## src/rtl/otf_sd_converter.sv

```systemverilog
// MSB-first signed-digit to two's-complement on-the-fly converter (Q/QM method).
// Optional macro OTF_QM_OUT_EN exposes QM (result-1) as output result_m1.
module otf_sd_converter #(
  parameter int NDIGITS = 8,
  parameter int CNT_W   = 4
) (
  input  logic               clk,
  input  logic               reset,
  input  logic               start,
  input  logic               d_valid,
  input  logic               d_plus,
  input  logic               d_minus,
  output logic               busy,
  output logic [NDIGITS:0]   result,
  output logic               result_valid,
`ifdef OTF_QM_OUT_EN
  output logic [NDIGITS:0]   result_m1,
`endif
  output logic [CNT_W-1:0]   digit_cnt
);

  localparam int W = NDIGITS + 1;

  typedef enum logic [1:0] {S_IDLE, S_CONVERT, S_DONE} state_t;

  state_t           r_state, w_state_nxt;
  logic [W-1:0]     r_q, r_qm, w_q_nxt, w_qm_nxt;
  logic [CNT_W-1:0] r_cnt, w_cnt_nxt;
  logic             w_pos, w_neg, w_last;

  // plus=minus=1 decodes to digit 0, same as plus=minus=0
  assign w_pos  = d_plus & ~d_minus;
  assign w_neg  = d_minus & ~d_plus;
  assign w_last = (r_cnt == CNT_W'(NDIGITS - 1));

  always_ff @(posedge clk or posedge reset) begin
    if (reset) begin
      r_state <= S_IDLE;
      r_q     <= '0;
      r_qm    <= '1;
      r_cnt   <= '0;
    end else begin
      r_state <= w_state_nxt;
      r_q     <= w_q_nxt;
      r_qm    <= w_qm_nxt;
      r_cnt   <= w_cnt_nxt;
    end
  end

  // start outranks d_valid in every state; a digit presented with start is dropped
  always_comb begin
    w_state_nxt = r_state;
    w_q_nxt     = r_q;
    w_qm_nxt    = r_qm;
    w_cnt_nxt   = r_cnt;
    if (start) begin
      w_state_nxt = S_CONVERT;
      w_q_nxt     = '0;
      w_qm_nxt    = '1;
      w_cnt_nxt   = '0;
    end else begin
      unique case (r_state)
        S_IDLE: ;
        S_CONVERT: begin
          if (d_valid) begin
            // each branch only shifts and selects, so QM == Q-1 is preserved with no carry chain
            if (w_pos) begin
              w_q_nxt  = {r_q[W-2:0], 1'b1};
              w_qm_nxt = {r_q[W-2:0], 1'b0};
            end else if (w_neg) begin
              w_q_nxt  = {r_qm[W-2:0], 1'b1};
              w_qm_nxt = {r_qm[W-2:0], 1'b0};
            end else begin
              w_q_nxt  = {r_q[W-2:0], 1'b0};
              w_qm_nxt = {r_qm[W-2:0], 1'b1};
            end
            w_cnt_nxt = r_cnt + CNT_W'(1);
            if (w_last) w_state_nxt = S_DONE;
          end
        end
        S_DONE:  w_state_nxt = S_IDLE;
        default: w_state_nxt = S_IDLE;
      endcase
    end
  end

  assign busy         = (r_state == S_CONVERT);
  assign result_valid = (r_state == S_DONE);
  assign result       = r_q;
  assign digit_cnt    = r_cnt;
`ifdef OTF_QM_OUT_EN
  assign result_m1    = r_qm;
`endif

endmodule

```

## config.mk

```make
export PLATFORM = sky130hd
export DESIGN_NAME = otf_sd_converter
export DESIGN_NICKNAME = d
export VERILOG_FILES = /design/src/rtl/otf_sd_converter.sv
export SDC_FILE = /design/constraint.sdc
export NUM_CORES = 1
export LEC_CHECK = 0
export ABC_AREA = 0
export BUFFER_PORTS_ARGS = -buffer_cell sky130_fd_sc_hd__buf_4
export CORE_MARGIN = 1
export CORE_UTILIZATION = 51
export CTS_BUF_LIST = sky130_fd_sc_hd__clkbuf_4
export CTS_CLUSTER_SIZE = 25
export DETAILED_ROUTE_END_ITERATION = 7
export PLACE_DENSITY = 0.75
export SLEW_MARGIN = 30
export SYNTH_ARGS = -nofsm -noshare
export SYNTH_HDL_FRONTEND = slang
export SYNTH_SLANG_ARGS = --single-unit
```

## constraint.sdc

```tcl
create_clock -name clk -period 1.1 [get_ports clk]
set_input_delay 0.055 -clock clk [delete_from_list [all_inputs] [get_ports clk]]
set_output_delay 0.055 -clock clk [all_outputs]
set_load 0.01 [all_outputs]
```

=== Yosys cells after proc, flatten, opt, wreduce, memory -nomap -nowiden ===
Cells that the tools add are included.

* Add/sub/neg operators: 1
* Multiply operators: 0
* Div/mod/pow operators: 0
* $lt $le $gt $ge: 0
* Equal/unequal tests: 6
* Shifts and indexed selects: 0
* Muxes and demuxes: 17
* Bitwise gates (word level): 4
* Reduce and logical (&&, ||, !) cells: 5

{| class="wikitable"
|+ Operators with widths
! operator !! count
|-
| 9-bit two-way mux || 5
|-
| 8-bit two-way mux || 4
|-
| 4-bit two-way mux || 3
|-
| 2-bit two-way mux || 3
|-
| 4-bit by 1-bit adder with 4-bit output (second input constant) || 1
|-
| 4-bit by 3-bit equality test with 1-bit output (second input constant) || 1
|-
| 2-bit case mux with 2 select lines || 1
|-
| 2-bit nonzero test || 2
|-
| 3-bit by 2-bit inequality test with 1-bit output (second input constant) || 1
|-
| 3-bit inequality test (second input constant) || 1
|-
| 3-bit AND reduction || 1
|-
| 1-bit AND || 2
|-
| 2-bit by 1-bit equality test with 1-bit output (second input constant) || 1
|-
| 2-bit equality test (second input constant) || 1
|-
| 2-bit logical NOT || 1
|-
| 2-bit inequality test (second input constant) || 1
|-
| 1-bit NOT || 2
|-
| 2-bit AND reduction || 1
|-
| 1-bit two-way mux || 1
|}

* Register bits: 23
* Bits in latches: 0
* Memory bits (writable): 0
* Memory bits (read-only): 0
* Input port bits: 6
* Output and inout bits: 15
* Word-level logic and storage cells: 37
* Memories: 0

=== Logic depth before layout (Yosys ltp) ===
* Depth after elaboration: 7
* Depth in mapped cells: 7
* Depth with buffers taken out: 5

=== Worst setup path before layout ===
Ideal clock, no wire load.

* Kind: reg2reg
* From: reg r_cnt[0] (netlist: digit_cnt[0])
* To: reg r_cnt[2] (netlist: digit_cnt[2])
* Setup time: 0.078 ns
* Arrival: 1.096 ns
* Required time: 1.022 ns
* Slack: -0.074 ns
* Stages on the path, launching flop included: 5
* Path buffers: 0
* Clock period less this slack: 1.174 ns
* Path through: dfrtp_1 > ha_1 > inv_1 > or3_1 > a21oi_1

* Word-level cells in the longest chain between the ends: 4

{| class="wikitable"
|+ Ends and longest elaborated chain
! what !! line !! source
|-
| from (decl) || 28 || <nowiki>logic [CNT_W-1:0] r_cnt, w_cnt_nxt;</nowiki>
|-
| from (signal assigned) || 46 || <nowiki>r_cnt <= w_cnt_nxt;</nowiki>
|-
| 4-bit by 1-bit adder with 4-bit output || 77 || <nowiki>w_cnt_nxt = r_cnt + CNT_W'(1);</nowiki>
|-
| 4-bit two-way mux || 65 || <nowiki>if (d_valid) begin</nowiki>
|-
| 4-bit two-way mux || 62 || <nowiki>unique case (r_state)</nowiki>
|-
| 4-bit two-way mux || 56 || <nowiki>if (start) begin</nowiki>
|}

Every way passes these cells. The select of a mux whose other input is x is not followed.
A chain may end at the register's enable or synchronous reset.

=== Final worst setup path ===
* From: reg r_state[0]
* To: reg r_qm[0]

* Word-level cells in the longest chain between the ends: 3

{| class="wikitable"
|+ Ends and longest elaborated chain
! what !! line !! source
|-
| from (decl) || 26 || <nowiki>state_t r_state, w_state_nxt;</nowiki>
|-
| from (signal assigned) || 43 || <nowiki>r_state <= w_state_nxt;</nowiki>
|-
| 2-bit by 1-bit equality test with 1-bit output || 62 ||
|-
| 2-bit nonzero test (no source line) || n/a ||
|-
| 2-bit AND reduction (no source line) || n/a ||
|-
| to (signal assigned) || 45 || <nowiki>r_qm <= w_qm_nxt;</nowiki>
|-
| to (decl) || 27 || <nowiki>logic [W-1:0] r_q, r_qm, w_q_nxt, w_qm_nxt;</nowiki>
|}

Every way passes these cells.

==> run summary <==
Status: finished with violations
Failing checks: setup timing
Clock Power Share: 21.5%
Top cells by area, synth: dfrtp_1 (31%), dfstp_2 (17%), mux2i_1 (12%)
I/O Pins: 21
Worst stage delay on the critical path: 0.42 ns
Number of core rows: 17
Final instance area: 1720 sq um
CTS sink cnt: 23
Crit path cell chain: buf_6 > nand3b_4 > buf_6 > or2b_1 > a21o_1
Die Height: 50.9 um
Pint: 1.28 mW
Total GRT Usage: 24.4%
Clock Pin Slew Worst Setup and Hold Paths: 0.13 ns
Num CTS Buffers: 3
FF-to-FF path depth: 5
Reg2reg start: r_state[0]
Maximum vdd ir drop: 690 uV
Worst path depth: 5
Seq pwr share: 53.7%
CTS tree: done
Syn Nets: 117
Syn Inst Count: 108
R2r endpoint: r_qm[0]
First-pass GRT wire length: 4640 um
Critical Path Source Type: register
Worst path required time: 1.35 ns
Normalized max-slew margin: 74.6%
Cell Area, Placed: 1420 sq um
DP HPWL: 1560 um
CP delay by family, top: flip-flops
Netlist cell types: 28
Slew @ Worst Pin: 0.370 ns
Worst R2R Setup Slack: -0.12 ns
H-tree levels: 1
Sw Ratio: 29.6%
Final period util: 111%
Overflow after GRT: 0
Number of synthesized flops with an enable pin: 0
WS Path Type: reg2reg
Syn_area_per_cell: 11.3 sq um
Setup TNS: -1.62 ns
Min Tclk post-route: 1.22 ns
CP Max Fanout: 6
Seq/Total Area, Yosys: 48.0%
Antenna fix cells: 0
Cell mode on critical path: buf_6
Max-slew violations: 0
Post-DRT Antenna Nets: 0
Layout net count: 154
CP Capture Point: r_qm[0]
Drt drc: 0
P_sw: 0.539 mW
DRT Pass-1 Iters: 4
Post-synth top area share: 30.8%
Port bufs: 20
Die W: 50.9 um
Fmax: 817 MHz
Logic pwr share: 24.8%
Tightest Hold Check Type: in2reg
Vias in the first global route: 984
Async SR Flop Fraction: 100%
Setup violators final: 23
Critical Path Start: r_state[0]
Max Clock Skew: 0.00798 ns
DR vias/cell: 5.76
GP Congestion: 0.743
Tot Pwr: 1.82 mW
Ys Warns: 0
Most frequent cells after synthesis: nor2_1 (16), dfrtp_1 (15), mux2i_1 (15)
Slowest-stage cell, CP: dfrtp_1
Final WL: 2950 um
P per Cell Area: 1060 nW/um^2
CP arrival: 1.47 ns
Bufs on Longest Clock Path: 2
DRT iter0 DRCs: 7
Initial Utilization: 54.6%
Netlist Area Pre-Place: 1220 sq um
RSZ-0062 raised after global routing: true
Worst-Skew Late Latency: 0.30 ns
WL/cell: 17.1 um
Worst path bufs/invs: 2
Ys flop type: dfrtp_1
Largest net degree at the start of global routing: 24
Clock root cell: clkbuf_4
Share of layout cells above drive strength 1: 56.9%
Post-route setup slack: -0.125 ns
Top cell type by total area after synthesis: dfrtp_1
Initial antenna violation count: 0
Pre-CTS setup slack: -0.0906 ns
Via count: 991
CP Capture Type: register
Final Hold Vio Count: 0
Count leader, synth: nor2_1
Die area: 2590 sq um
#FFs+latches synth: 23
Total core area: 2230 sq um
Area Growth Syn to Fin: 41.1%
Max-cap violation count: 0
Leak pwr: 0.817 nW
worst register-to-register path: stages (launching register included):
cell and delay, ns:
dfrtp_1 0.42, buf_6 0.13, nand3b_4 0.14, buf_6 0.12, or2b_1 0.22, a21o_1 0.15
state kept, by name, summed over array words and instances, names as in the netlist:
register,cells
r_qm,8
digit_cnt,4
r_state,2
result,9
through the flow:
step | hold WS [ns] | utilization [%] | cells
after floorplan | 0.0510 | - | 108
after global placement | 0.114 | 63.6 | 159
after detailed placement | 0.124 | 63.6 | 159
after CTS | 0.0535 | 74.3 | 174
after global routing | 0.0902 | 77.0 | 172
final | 0.0977 | 77.0 | 172
power groups by stage:
| stage | clock, mW | sequential, mW | combinational [mW] |
|---|---|---|---|
| 4_1_cts | 0.415 | 0.965 | 0.419 |
| 3_5_place_dp | 0 | 0.979 | 0.328 |
| 2_1_floorplan | 0 | 0.985 | 0.202 |
| 5_1_grt | 0.433 | 0.983 | 0.485 |
| 3_3_place_gp | 0 | 0.975 | 0.320 |
| 6_report | 0.390 | 0.977 | 0.452 |
what timing repair did:
item / CTS / global route
buffers inserted: 7 / 1
pin swaps: 16 / 14
resized for setup: 20 / 32
hold buffers: 1 / 0
gates cloned: 3 / 0
hold endpoints to repair: 15 / 0
setup endpoints to repair: 23 / 26
routing by layer:
metal / wire length (um) / up-vias / GRT usage [%] / part of all wire [%]
met4: 35 / 0 / 5.56 / 1.2
met1: 1310 / 510 / 33.9 / 44
li1: - / 450 / - / -
met3: 106 / 4 / 2.68 / 3.6
met2: 1490 / 27 / 41.1 / 51
met5: 0 / - / 0 / 0
cell type report:
cell class              instances  area, sq um
well taps                      28         35.0
flip-flops and latches         23          586
multi-input cells              73          692
fillers                       149          514
clock inverters                 1         5.00
clock buffers                   3         22.5
inverters                       4         15.0
repair buffers                 40          364
worst min path at each step:
| stage | start | endpoint | slack [ns] | cells after the start |
|---|---|---|---|---|
| after floorplan | reset | digit_cnt[0] | 0.05 | 1 |
| after global placement | reset | digit_cnt[0] | 0.11 | 3 |
| after detailed placement | reset | digit_cnt[0] | 0.12 | 3 |
| after CTS | d_valid | r_state[1] | 0.05 | 3 |
| after global routing | d_valid | r_state[1] | 0.09 | 3 |
| final | d_valid | r_state[1] | 0.1 | 3 |
cell usage in the layout (no fill, tap or decap), types with 2 or more instances in the layout:
| cell type | n |
|---|---|
| a211o_1 | 7 |
| a211oi_2 | 7 |
| a21o_1 | 2 |
| a21oi_1 | 2 |
| a21oi_2 | 2 |
| buf_4 | 29 |
| buf_6 | 7 |
| buf_8 | 2 |
| clkbuf_4 | 3 |
| dfrtp_1 | 15 |
| dfstp_2 | 8 |
| ha_1 | 2 |
| inv_1 | 4 |
| mux2i_1 | 15 |
| nand2_1 | 2 |
| nand2b_4 | 2 |
| nor2_1 | 4 |
| nor2_2 | 6 |
| nor2_4 | 6 |
| o21ai_1 | 2 |
| or3_1 | 2 |
logic make-up (layout without fill, tap and decap cells):
kind of cell             after synthesis  after routing  synth area share, %
flip-flops                            23             23                 48.0
AND/OR/NAND/NOR                       31             31                 14.4
multiplexers                          15             15                 12.3
XOR/XNOR                               1              1                0.719
buffers and inverters                 12             48                 7.80
adder cells (fa/ha/maj)                3              3                 3.08
AO/OA/AOI/OAI                         23             23                 13.7
Power figures use the tool's default switching activity.
